### src/rtl/jogo_pkg.sv
// jogo_pkg: shared state codes and game constants for the memory game control unit
package jogo_pkg;
  localparam int N_RODADAS = 16;
  localparam int TIMEOUT_PADRAO = 5000;
  localparam logic [3:0] S_INICIAL = 4'h0;
  localparam logic [3:0] S_PREPARACAO = 4'h1;
  localparam logic [3:0] S_INICIA_RODADA = 4'h2;
  localparam logic [3:0] S_ESPERA_JOGADA = 4'h3;
  localparam logic [3:0] S_REGISTRA = 4'h4;
  localparam logic [3:0] S_COMPARACAO = 4'h5;
  localparam logic [3:0] S_PROXIMA_JOGADA = 4'h6;
  localparam logic [3:0] S_ESPERA_ESCRITA = 4'h7;
  localparam logic [3:0] S_REGISTRA_ESCRITA = 4'h8;
  localparam logic [3:0] S_ESCREVE_MEMORIA = 4'h9;
  localparam logic [3:0] S_PROXIMA_RODADA = 4'hA;
  localparam logic [3:0] S_FIM_ACERTOU = 4'hC;
  localparam logic [3:0] S_FIM_ERROU = 4'hD;
  localparam logic [3:0] S_FIM_TIMEOUT = 4'hE;
  typedef enum logic [3:0] {
    INICIAL = S_INICIAL,
    PREPARACAO = S_PREPARACAO,
    INICIA_RODADA = S_INICIA_RODADA,
    ESPERA_JOGADA = S_ESPERA_JOGADA,
    REGISTRA = S_REGISTRA,
    COMPARACAO = S_COMPARACAO,
    PROXIMA_JOGADA = S_PROXIMA_JOGADA,
    ESPERA_ESCRITA = S_ESPERA_ESCRITA,
    REGISTRA_ESCRITA = S_REGISTRA_ESCRITA,
    ESCREVE_MEMORIA = S_ESCREVE_MEMORIA,
    PROXIMA_RODADA = S_PROXIMA_RODADA,
    FIM_ACERTOU = S_FIM_ACERTOU,
    FIM_ERROU = S_FIM_ERROU,
    FIM_TIMEOUT = S_FIM_TIMEOUT
  } estado_t;
endpackage

### src/rtl/contador_timeout.sv
// contador_timeout: per-play wait timer, saturating at TIMEOUT_CICLOS-1
module contador_timeout #(
  parameter int LARGURA_T = 13,
  parameter int TIMEOUT_CICLOS = 5000
) (
  input  logic clock,
  input  logic reset,
  input  logic zera,
  input  logic conta,
  output logic fim
);
  localparam logic [LARGURA_T-1:0] MAX = LARGURA_T'(TIMEOUT_CICLOS - 1);
  logic [LARGURA_T-1:0] cnt_q, cnt_d;
  always_comb cnt_d = zera ? '0 : (conta && cnt_q != MAX) ? cnt_q + 1'b1 : cnt_q;
  always_ff @(posedge clock) cnt_q <= reset ? '0 : cnt_d;
  assign fim = cnt_q == MAX;
endmodule

### src/rtl/unidade_controle_exp6_desafio.sv
// unidade_controle_exp6_desafio: Moore control FSM for the memory game datapath
module unidade_controle_exp6_desafio
  import jogo_pkg::*;
#(
  parameter int TIMEOUT_CICLOS = TIMEOUT_PADRAO,
  parameter int LARGURA_T = 13
) (
  input  logic       clock,
  input  logic       reset,
  input  logic       iniciar,
  input  logic       jogada,
  input  logic       igual,
  input  logic       enderecoIgualRodada,
  input  logic       rodadaFinal,
  output logic       zeraE,
  output logic       contaE,
  output logic       zeraR,
  output logic       contaR,
  output logic       registraR,
  output logic       escreve,
  output logic       pronto,
  output logic       ganhou,
  output logic       perdeu,
  output logic       db_timeout,
  output logic [3:0] db_estado
);
  estado_t estado_q, estado_d;
  logic espera, fim_t;
  assign espera = estado_q == ESPERA_JOGADA || estado_q == ESPERA_ESCRITA;
  contador_timeout #(.LARGURA_T(LARGURA_T), .TIMEOUT_CICLOS(TIMEOUT_CICLOS)) u_timer (
    .clock(clock),
    .reset(reset),
    .zera(!espera),
    .conta(espera),
    .fim(fim_t)
  );
  always_comb begin
    estado_d = INICIAL;
    case (estado_q)
      INICIAL:          estado_d = iniciar ? PREPARACAO : INICIAL;
      PREPARACAO:       estado_d = INICIA_RODADA;
      INICIA_RODADA:    estado_d = ESPERA_JOGADA;
      ESPERA_JOGADA:    estado_d = jogada ? REGISTRA : fim_t ? FIM_TIMEOUT : ESPERA_JOGADA;
      REGISTRA:         estado_d = COMPARACAO;
      COMPARACAO:       estado_d = !igual ? FIM_ERROU :
                                   !enderecoIgualRodada ? PROXIMA_JOGADA :
                                   rodadaFinal ? FIM_ACERTOU : ESPERA_ESCRITA;
      PROXIMA_JOGADA:   estado_d = ESPERA_JOGADA;
      ESPERA_ESCRITA:   estado_d = jogada ? REGISTRA_ESCRITA : fim_t ? FIM_TIMEOUT : ESPERA_ESCRITA;
      REGISTRA_ESCRITA: estado_d = ESCREVE_MEMORIA;
      ESCREVE_MEMORIA:  estado_d = PROXIMA_RODADA;
      PROXIMA_RODADA:   estado_d = INICIA_RODADA;
      FIM_ACERTOU, FIM_ERROU, FIM_TIMEOUT: estado_d = iniciar ? PREPARACAO : estado_q;
      default:          estado_d = INICIAL;
    endcase
  end
  always_ff @(posedge clock) estado_q <= reset ? INICIAL : estado_d;
  always_comb begin
    zeraE      = estado_q == PREPARACAO || estado_q == INICIA_RODADA;
    zeraR      = estado_q == PREPARACAO;
    contaE     = estado_q == PROXIMA_JOGADA || estado_q == REGISTRA_ESCRITA;
    contaR     = estado_q == PROXIMA_RODADA;
    registraR  = estado_q == REGISTRA || estado_q == REGISTRA_ESCRITA;
    escreve    = estado_q == ESCREVE_MEMORIA;
    ganhou     = estado_q == FIM_ACERTOU;
    db_timeout = estado_q == FIM_TIMEOUT;
    perdeu     = estado_q == FIM_ERROU || db_timeout;
    pronto     = ganhou || perdeu;
    db_estado  = estado_q;
  end
endmodule

### config.mk
export PLATFORM = sky130hd
export DESIGN_NAME = unidade_controle_exp6_desafio
export DESIGN_NICKNAME = d
export VERILOG_FILES = /design/src/rtl/jogo_pkg.sv /design/src/rtl/contador_timeout.sv /design/src/rtl/unidade_controle_exp6_desafio.sv
export SDC_FILE = /design/constraint.sdc
export NUM_CORES = 1
export LEC_CHECK = 0
export ABC_CLOCK_PERIOD_IN_PS = 1700
export BUFFER_PORTS_ARGS = -buffer_cell sky130_fd_sc_hd__buf_2
export CORE_MARGIN = 2
export CORE_UTILIZATION = 56
export CTS_BUF_LIST = sky130_fd_sc_hd__clkbuf_4
export DETAILED_ROUTE_END_ITERATION = 12
export GPL_TIMING_DRIVEN = 0
export PLACE_DENSITY = 0.91
export SLEW_MARGIN = 40
export SYNTH_ARGS = -nofsm -noshare
export SYNTH_HDL_FRONTEND = slang
export SYNTH_SLANG_ARGS = --single-unit
### constraint.sdc
create_clock -name clock -period 1.7 [get_ports clock]
set_clock_uncertainty 0.05 [all_clocks]
set_input_delay 0.17 -clock clock [delete_from_list [all_inputs] [get_ports clock]]
set_output_delay 0.17 -clock clock [all_outputs]
set_load 0.05 [all_outputs]
Yosys cells after proc, flatten, opt, wreduce, memory -nomap -nowiden

Index checks and enable logic that the tools add are counted.

Register bits: 17
Output and inout port bits: 14

Add/sub/neg operators: 1
Eq/ne operators: 16
Muxes and demuxes: 10
Bitwise logic cells: 1
Reduce and logical (&&, ||, !) cells: 12

Operators by type and width:

| operator              | number |
|---|---|
| $pmux 4 s10           | 1 |
| $mux 4                | 8 |
| $eq 4x4->1 const B    | 6 |
| $eq 4x3->1 const B    | 4 |
| $add 13x1->13 const B | 1 |
| $eq 13x13->1 const B  | 1 |
| $ne 13x13->1 const B  | 1 |
| $eq 4x2->1 const B    | 2 |
| $logic_or 1x1->1      | 6 |
| $reduce_or 2->1       | 3 |
| $eq 4x1->1 const B    | 1 |
| $logic_not 4->1       | 1 |
| $reduce_or 3->1       | 1 |
| $ne 2x2->1 const B    | 1 |
| $logic_and 1x1->1     | 1 |
| $mux 1                | 1 |
| $not 1->1             | 1 |

Logic depth before layout (Yosys ltp)

Gate-level depths: netlist of run 1.

Depth after elaboration: 4
Depth in mapped cells: 6
Depth with buffers taken out: 5

Cells and area by module

Synthesis of run 1 repeated with hierarchy kept, for this count alone.

Cell total of the unflattened synthesis: 148
Area total of the unflattened synthesis: 1161.1 um^2

By module, submodules not included:

| module                        | times used | cells an instance | area an instance (um^2) |
|---|---|---|---|
| contador_timeout              | 1          | 83                | 713.2 |
| unidade_controle_exp6_desafio | 1          | 65                | 447.9 |

Least setup slack after synthesis of run 1

No wires, ideal clock.

Path type: register to output
Start: reg estado_q[2] (netlist: db_estado[2])
End: out ganhou
Arrival: 2358 ps
Required time: 1480 ps
Slack: -878 ps
Cell stages (with the launch flop): 4
Path through: dfxtp_1 > clkbuf_1 > clkbuf_1 > nor3b_1

Word-level cells in the longest chain between the ends: 1

RTL lines:

| element                | RTL line                            | text |
|---|---|---|
| start, declared        | unidade_controle_exp6_desafio.sv:27 | `estado_t estado_q, estado_d;` |
| start signal, assigned | unidade_controle_exp6_desafio.sv:57 | `always_ff @(posedge clock) estado_q <= reset ? INICIAL : estado_d;` |
| $eq 4x4->1             | unidade_controle_exp6_desafio.sv:65 | `ganhou = estado_q == FIM_ACERTOU;` |
| end, declared          | unidade_controle_exp6_desafio.sv:22 | `output logic ganhou,` |

Every way passes these cells.

Final worst setup path of run 1

Start: reg estado_q[0] (netlist: db_estado[0])
End: out perdeu

Word-level cells in the longest chain between the ends: 2

RTL lines:

| element                              | RTL line                                                                 | text |
|---|---|---|
| $eq 4x4->1, on equally long branches | unidade_controle_exp6_desafio.sv:67, unidade_controle_exp6_desafio.sv:66 |  |
| $logic_or 1x1->1 (*)                 | unidade_controle_exp6_desafio.sv:67                                      | `perdeu = estado_q == FIM_ERROU \|\| db_timeout;` |
| end, declared                        | unidade_controle_exp6_desafio.sv:23                                      | `output logic perdeu,` |

Mark *: on every way between the ends. The rest lies on a longest branch, timed or not.

==> results_dict.tcl, run 1 <==
set metrics [dict create \
    number_of_rows_created_at_floorplan 15 \
    die_width_um 46.6 \
    insertedDiodeCount 0 \
    timing.critical_path.cells "buf_8, nand2_1, and3_2, nor2b_4, buf_6" \
    synth_compound_gate_area_share_pct 16.1 \
    period_minus_slack_ns 1.68 \
    timing_worst_setup_path_type "flop to output pin" \
    cp_top_family "simple AND/OR/NAND/NOR gates" \
    critical_path_arrival_ns 1.46 \
    num-nets-final 169 \
    synth-simple-area-share_pct 37.7 \
    detailed_place.area_um2 1250 \
    hold_violations 0 \
    vias_per_cell 6.16 \
    grt_first_pass_wirelength_mm 4.26 \
    die-height_um 46.6 \
    delay_of_the_slowest_critical_path_stage_ns 0.39 \
    routed_wl_mm 2.97 \
    cts_num_sinks 17 \
    clockRootBuffer "sky130_fd_sc_hd__clkbuf_4" \
    worst_setup_path_end_kind "output pin" \
    critical_path.slowest_cell "sky130_fd_sc_hd__dfxtp_4" \
    global_route.usage.total_pct 28.1 \
    maxClockFrequency_mhz 596 \
    floorplan.initialDensity_pct 59.5 \
    synth-edff-count 0 \
    area_delta_synth_final_pct 41.3 \
    worst_min_path_class "primary input to flop" \
    run_status "finished, final reports clean" \
    port-buffer-count 20 \
    grt.overflow.total 0 \
    worst-endpoint-required_ns 1.48 \
    synth_mux_area_share_pct 0.985 \
    synth.cell_area_um2 1020 \
    detail_route.iter0.violations 41 \
    dieArea_um2 2170 \
    dominant_combinational_cell_family_by_area_after_synthesis "simple AND/OR/NAND/NOR gates" \
    maxSlewHeadroom_pct 69.7 \
    syn-num-nets 138 \
    synth-seq-cells 17 \
    crit_buf_inv 2 \
    ctsHoldBuffers 0 \
    drive_above_1_share_pct 38.8 \
    tritoncts "done" \
    post_drt_wl_per_cell_um 16.1 \
    postSynthCellCount 130 \
    ys_types 38 \
    post_synth_fa_ha_maj_area_fraction_pct 1.23 \
    path_clk_slew_ns 0.09 \
    vias 1139 \
    worst-slew-pin-transition_ns 0.454 \
    report.final.slew_viol_count 0 \
    synth.avg_cell_area_um2 7.82 \
    num_io_pins 21 \
    layout.cells.most_common_list "sky130_fd_sc_hd__nor2_1 (15), sky130_fd_sc_hd__buf_2 (13), sky130_fd_sc_hd__dfxtp_1 (11)" \
    synth-async-reset-ratio_pct 0 \
    vias_in_the_first_global_route 990 \
    setup-tns-final_ns 0 \
    yosys.area_share.xor_xnor_pct 6.90 \
    period_share_pct 98.6 \
    worst-path-max-fanout 9 \
    hpwlAfterDp_mm 1.91 \
    critical_path.startpoint_type "flop" \
    seq_area_frac_synth_pct 33.5 \
    h_tree_depth 1 \
    synth-main-ff-cell "sky130_fd_sc_hd__dfxtp_1" \
    count_of_nets_left_with_antenna_violations_after_detail_routing 0 \
    layout_commonest_cell "sky130_fd_sc_hd__nor2_1" \
    clock_path_buffers 2 \
    grt_antenna_before_repair 0 \
    pin_count_of_the_biggest_net_entering_global_routing 14 \
    cap_viol_max_count 0 \
    route.detailed.drc 0 \
    layout.cell_area.non_filler_um2 1440 \
    power.density_cell_area_nw_per_um2 644 \
    cts_buffers 3 \
    hold_ws_ns 0.0517 \
    setup_violating_endpoint_count_in_the_final_report 0 \
    fp.coreArea_um2 1710 \
    design_power_total_mw 0.924 \
    cellLeakagePower_nw 0.548 \
    peakVddDrop_mv 0.539 \
    worstSkewPairLatency_ns 0.31 \
    ys.warnings.count 0 \
    first_pass_iters 4 \
    globalplace.congestion 0.909 \
]
## synthesized netlist by cell type (4+ instances only)
master / n / area share [%]
sky130_fd_sc_hd__a21oi_1: 11 / 5.4
sky130_fd_sc_hd__xnor2_1: 5 / 4.3
sky130_fd_sc_hd__nand2_1: 10 / 3.7
sky130_fd_sc_hd__clkbuf_1: 4 / 1.5
sky130_fd_sc_hd__nor3b_1: 4 / 3.0
sky130_fd_sc_hd__nand3_1: 5 / 2.5
sky130_fd_sc_hd__nor3_1: 5 / 2.5
sky130_fd_sc_hd__nor2_1: 17 / 6.3
sky130_fd_sc_hd__o21ai_0: 5 / 2.5
sky130_fd_sc_hd__and3_1: 4 / 2.5
sky130_fd_sc_hd__dfxtp_1: 17 / 33
## path summary, 6_finish.rpt
check / startpoint / endpoint / depth (start not counted) / slack [ns]
max: db_estado[0]$_SDFFE_PP0P_ / perdeu / 5 / 0.02
min: reset / db_estado[0]$_SDFFE_PP0P_ / 2 / 0.05
max reg2reg: u_timer.cnt_q[0]$_SDFFE_PP0P_ / u_timer.cnt_q[3]$_SDFFE_PP0P_ / 5 / 0.10
min reg2reg: u_timer.cnt_q[1]$_SDFFE_PP0P_ / u_timer.cnt_q[1]$_SDFFE_PP0P_ / 2 / 0.43
## metrics by stage
step / std cells / setup slack [ns] / util, %
6_report: 185 / 0.0235 / 84.0
5_1_grt: 185 / -0.00214 / 84.0
4_1_cts: 180 / -0.000923 / 79.0
3_5_place_dp: 175 / 0.0539 / 73.0
3_3_place_gp: 175 / 0.0844 / 73.0
2_1_floorplan: 130 / 0.00688 / -
## power by group
group / internal, mW / total, mW / switching (mW)
combinational: 0.101 / 0.260 / 0.159
sequential: 0.403 / 0.422 / 0.0190
clock: 0.108 / 0.242 / 0.134
## timing repair
item | in CTS | in global routing
pin swaps | 0 | 1
resized for setup | 19 | 15
buffers inserted | 3 | 5
setup endpoints to repair | 9 | 12
## area by class of cell
| class | instances | area [µm²] |
|---|---|---|
| fillers | 99 | 273 |
| inverters | 2 | 7.51 |
| plain buffers | 5 | 55.1 |
| clock buffers | 4 | 30.0 |
| repair buffers | 28 | 196 |
| well taps | 25 | 31.3 |
| flip-flops and latches | 17 | 360 |
| multi-input cells | 104 | 754 |
## registers in the layout, summed over array words and instances, names as in the netlist
signal         count
u_timer.cnt_q     13
db_estado          4
## cells by family (layout without fill, tap and decap cells)
family / Yosys count / in the layout
adder cells (fa/ha/maj): 1 / 1
multiplexers: 1 / 1
XOR/XNOR: 8 / 8
AO/OA/AOI/OAI: 27 / 27
AND/OR/NAND/NOR: 67 / 67
buffers and inverters: 9 / 39
flip-flops: 17 / 17
## layer usage
layer	GRT usage [%]	vias up	share of wire, %
met5	0	-	0
met4	14.3	0	3.3
met3	5.49	14	7.6
met2	45.3	62	49
met1	35.3	532	40
li1	-	531	-
Note: power is estimated with default switching activity, not from simulation.
==> run 2: changes to the inputs <==
--- a/config.mk
+++ b/config.mk
@@ -8,11 +8,11 @@
 export ABC_CLOCK_PERIOD_IN_PS = 1700
 export BUFFER_PORTS_ARGS = -buffer_cell sky130_fd_sc_hd__buf_2
 export CORE_MARGIN = 2
-export CORE_UTILIZATION = 56
+export CORE_UTILIZATION = 24
 export CTS_BUF_LIST = sky130_fd_sc_hd__clkbuf_4
 export DETAILED_ROUTE_END_ITERATION = 12
 export GPL_TIMING_DRIVEN = 0
-export PLACE_DENSITY = 0.91
+export PLACE_DENSITY = 0.51
 export SLEW_MARGIN = 40
 export SYNTH_ARGS = -nofsm -noshare
 export SYNTH_HDL_FRONTEND = slang
==> results_dict.tcl, run 2 (synthesis gave the netlist of run 1 again) <==
set metrics [dict create \
    timing_worst_setup_path_type "flop to output pin" \
    delay_of_the_slowest_critical_path_stage_ns 0.42 \
    rsz0062_at_grt "false" \
    h_tree_depth 1 \
    grt.overflow.total 0 \
    worst-slew-pin-transition_ns 0.448 \
    detail_route.iter0.violations 38 \
    maxClockFrequency_mhz 614 \
    cap_viol_max_count 0 \
    pin_count_of_the_biggest_net_entering_global_routing 14 \
    vias 1096 \
    logic_depth_of_the_worst_register_to_register_path 5 \
    worst_path_most_repeated_cell "sky130_fd_sc_hd__buf_6" \
    cts_num_sinks 17 \
    hold_violations 0 \
    tritoncts "done" \
    switching_power_mw 0.320 \
    maxSlewHeadroom_pct 70.1 \
    setup_violating_endpoint_count_in_the_final_report 0 \
    routed_wl_mm 2.85 \
    grt_antenna_before_repair 0 \
    floorplan.initialDensity_pct 25.2 \
    cellLeakagePower_nw 0.571 \
    count_of_nets_left_with_antenna_violations_after_detail_routing 0 \
    grt_first_pass_wirelength_mm 4.80 \
    cp_num_cells 4 \
    route.detailed.drc 0 \
    switching_share_pct 34.7 \
    dieArea_um2 4770 \
    hold_ws_ns 0.0617 \
    clockRootBuffer "sky130_fd_sc_hd__clkbuf_4" \
    worst_setup_path_end_kind "output pin" \
    worst-path-max-fanout 10 \
    post_drt_wl_per_cell_um 13.2 \
    critical_path.slowest_cell "sky130_fd_sc_hd__dfxtp_4" \
    clock_path_buffers 2 \
    num-nets-final 175 \
    clock_power_share_pct 25.1 \
    cts_buffers 3 \
    run_status "finished, final reports clean" \
    worst-endpoint-required_ns 1.48 \
    critical_path.startpoint_type "flop" \
    timing.critical_path.cells "buf_6, xnor2_1, nor3_4, buf_6" \
    power_report.internal_total_mw 0.602 \
    global_route.usage.total_pct 12.0 \
    num_io_pins 21 \
    globalplace.congestion 0.830 \
    area_delta_synth_final_pct 48.4 \
    vias_in_the_first_global_route 1046 \
    nFillCells 422 \
    first_pass_iters 4 \
    power.sequential.fraction_pct 45.5 \
    whs_path_depth 2 \
    peakVddDrop_mv 0.276 \
    insertedDiodeCount 0 \
    critical_path_arrival_ns 1.41 \
    period_share_pct 95.9 \
    largest_reg_flops 13 \
    die_width_um 69.1 \
    layout.cells.most_common_list "sky130_fd_sc_hd__nor2_1 (15), sky130_fd_sc_hd__buf_4 (15), sky130_fd_sc_hd__buf_2 (13), sky130_fd_sc_hd__dfxtp_1 (11)" \
    setup-tns-final_ns 0 \
    number_of_rows_created_at_floorplan 23 \
    die-height_um 69.1 \
    fp.coreArea_um2 4030 \
    port-buffer-count 20 \
    crit_buf_inv 2 \
    hpwlAfterDp_mm 2.03 \
    layoutNonFillerInstCount 216 \
    vias_per_cell 5.07 \
    largest_register "u_timer.cnt_q" \
    power.density_cell_area_nw_per_um2 611 \
    cp_top_family "flip-flops" \
    report.final.slew_viol_count 0 \
    worstSkewPairLatency_ns 0.30 \
    path_clk_slew_ns 0.10 \
    comb_power_share_pct 29.4 \
    drive_above_1_share_pct 40.4 \
    period_minus_slack_ns 1.63 \
    worst_min_path_class "primary input to flop" \
    placedCellCount 200 \
]
## run 2: timing repair
item | in CTS | in global routing
hold buffers | 0 | 0
hold endpoints to repair | 0 | 0
endpoints found under the setup margin | 11 | 13
setup buffers | 3 | 11
resized for setup | 26 | 5
## run 2: path summary, 6_finish.rpt
path,start,end,slack [ns]
worst min register to register,u_timer.cnt_q[1]$_SDFFE_PP0P_,u_timer.cnt_q[1]$_SDFFE_PP0P_,0.45
worst min-delay path,reset,db_estado[0]$_SDFFE_PP0P_,0.06
worst max register to register,u_timer.cnt_q[0]$_SDFFE_PP0P_,u_timer.cnt_q[3]$_SDFFE_PP0P_,0.11
worst max-delay path,db_estado[1]$_SDFFE_PP0P_,zeraE,0.07
## run 2: cell type report
class / instances / area (µm²) / share of cell area [%]
Timing Repair Buffer: 34 / 245 / 16.3
Tap cell: 50 / 62.6 / 4.15
Clock buffer: 3 / 22.5 / 1.49
Multi-Input combinational cell: 104 / 747 / 49.5
Buffer: 5 / 57.6 / 3.82
Sequential cell: 17 / 358 / 23.7
Clock inverter: 1 / 7.51 / 0.498
Inverter: 2 / 7.51 / 0.498
## run 2: routing by layer
metal	vias up	part of all wire [%]	track usage, %
li1	546	-	-
met3	4	3.8	1.75
met2	29	50	21.0
met5	-	0	0
met1	517	46	15.3
met4	0	0.81	2.83
## run 2: through the flow
stage	setup WS (ns)	util, %	power, mW	cell area, µm²
global placement	0.0554	31.7	0.641	1280
global route	0.00367	37.4	0.975	1510
finish	0.0703	37.4	0.922	1510
CTS	0.00480	34.8	0.905	1400
detailed placement	0.0165	31.7	0.649	1280
floorplan	0.00688	-	0.594	1120
## run 2: power groups by stage
stage | Clock [mW] | Combinational [mW] | Sequential (mW)
floorplan | 0 | 0.149 | 0.445
global placement | 0 | 0.217 | 0.424
detailed placement | 0 | 0.224 | 0.425
CTS | 0.244 | 0.236 | 0.424
global route | 0.264 | 0.289 | 0.422
finish | 0.231 | 0.271 | 0.419
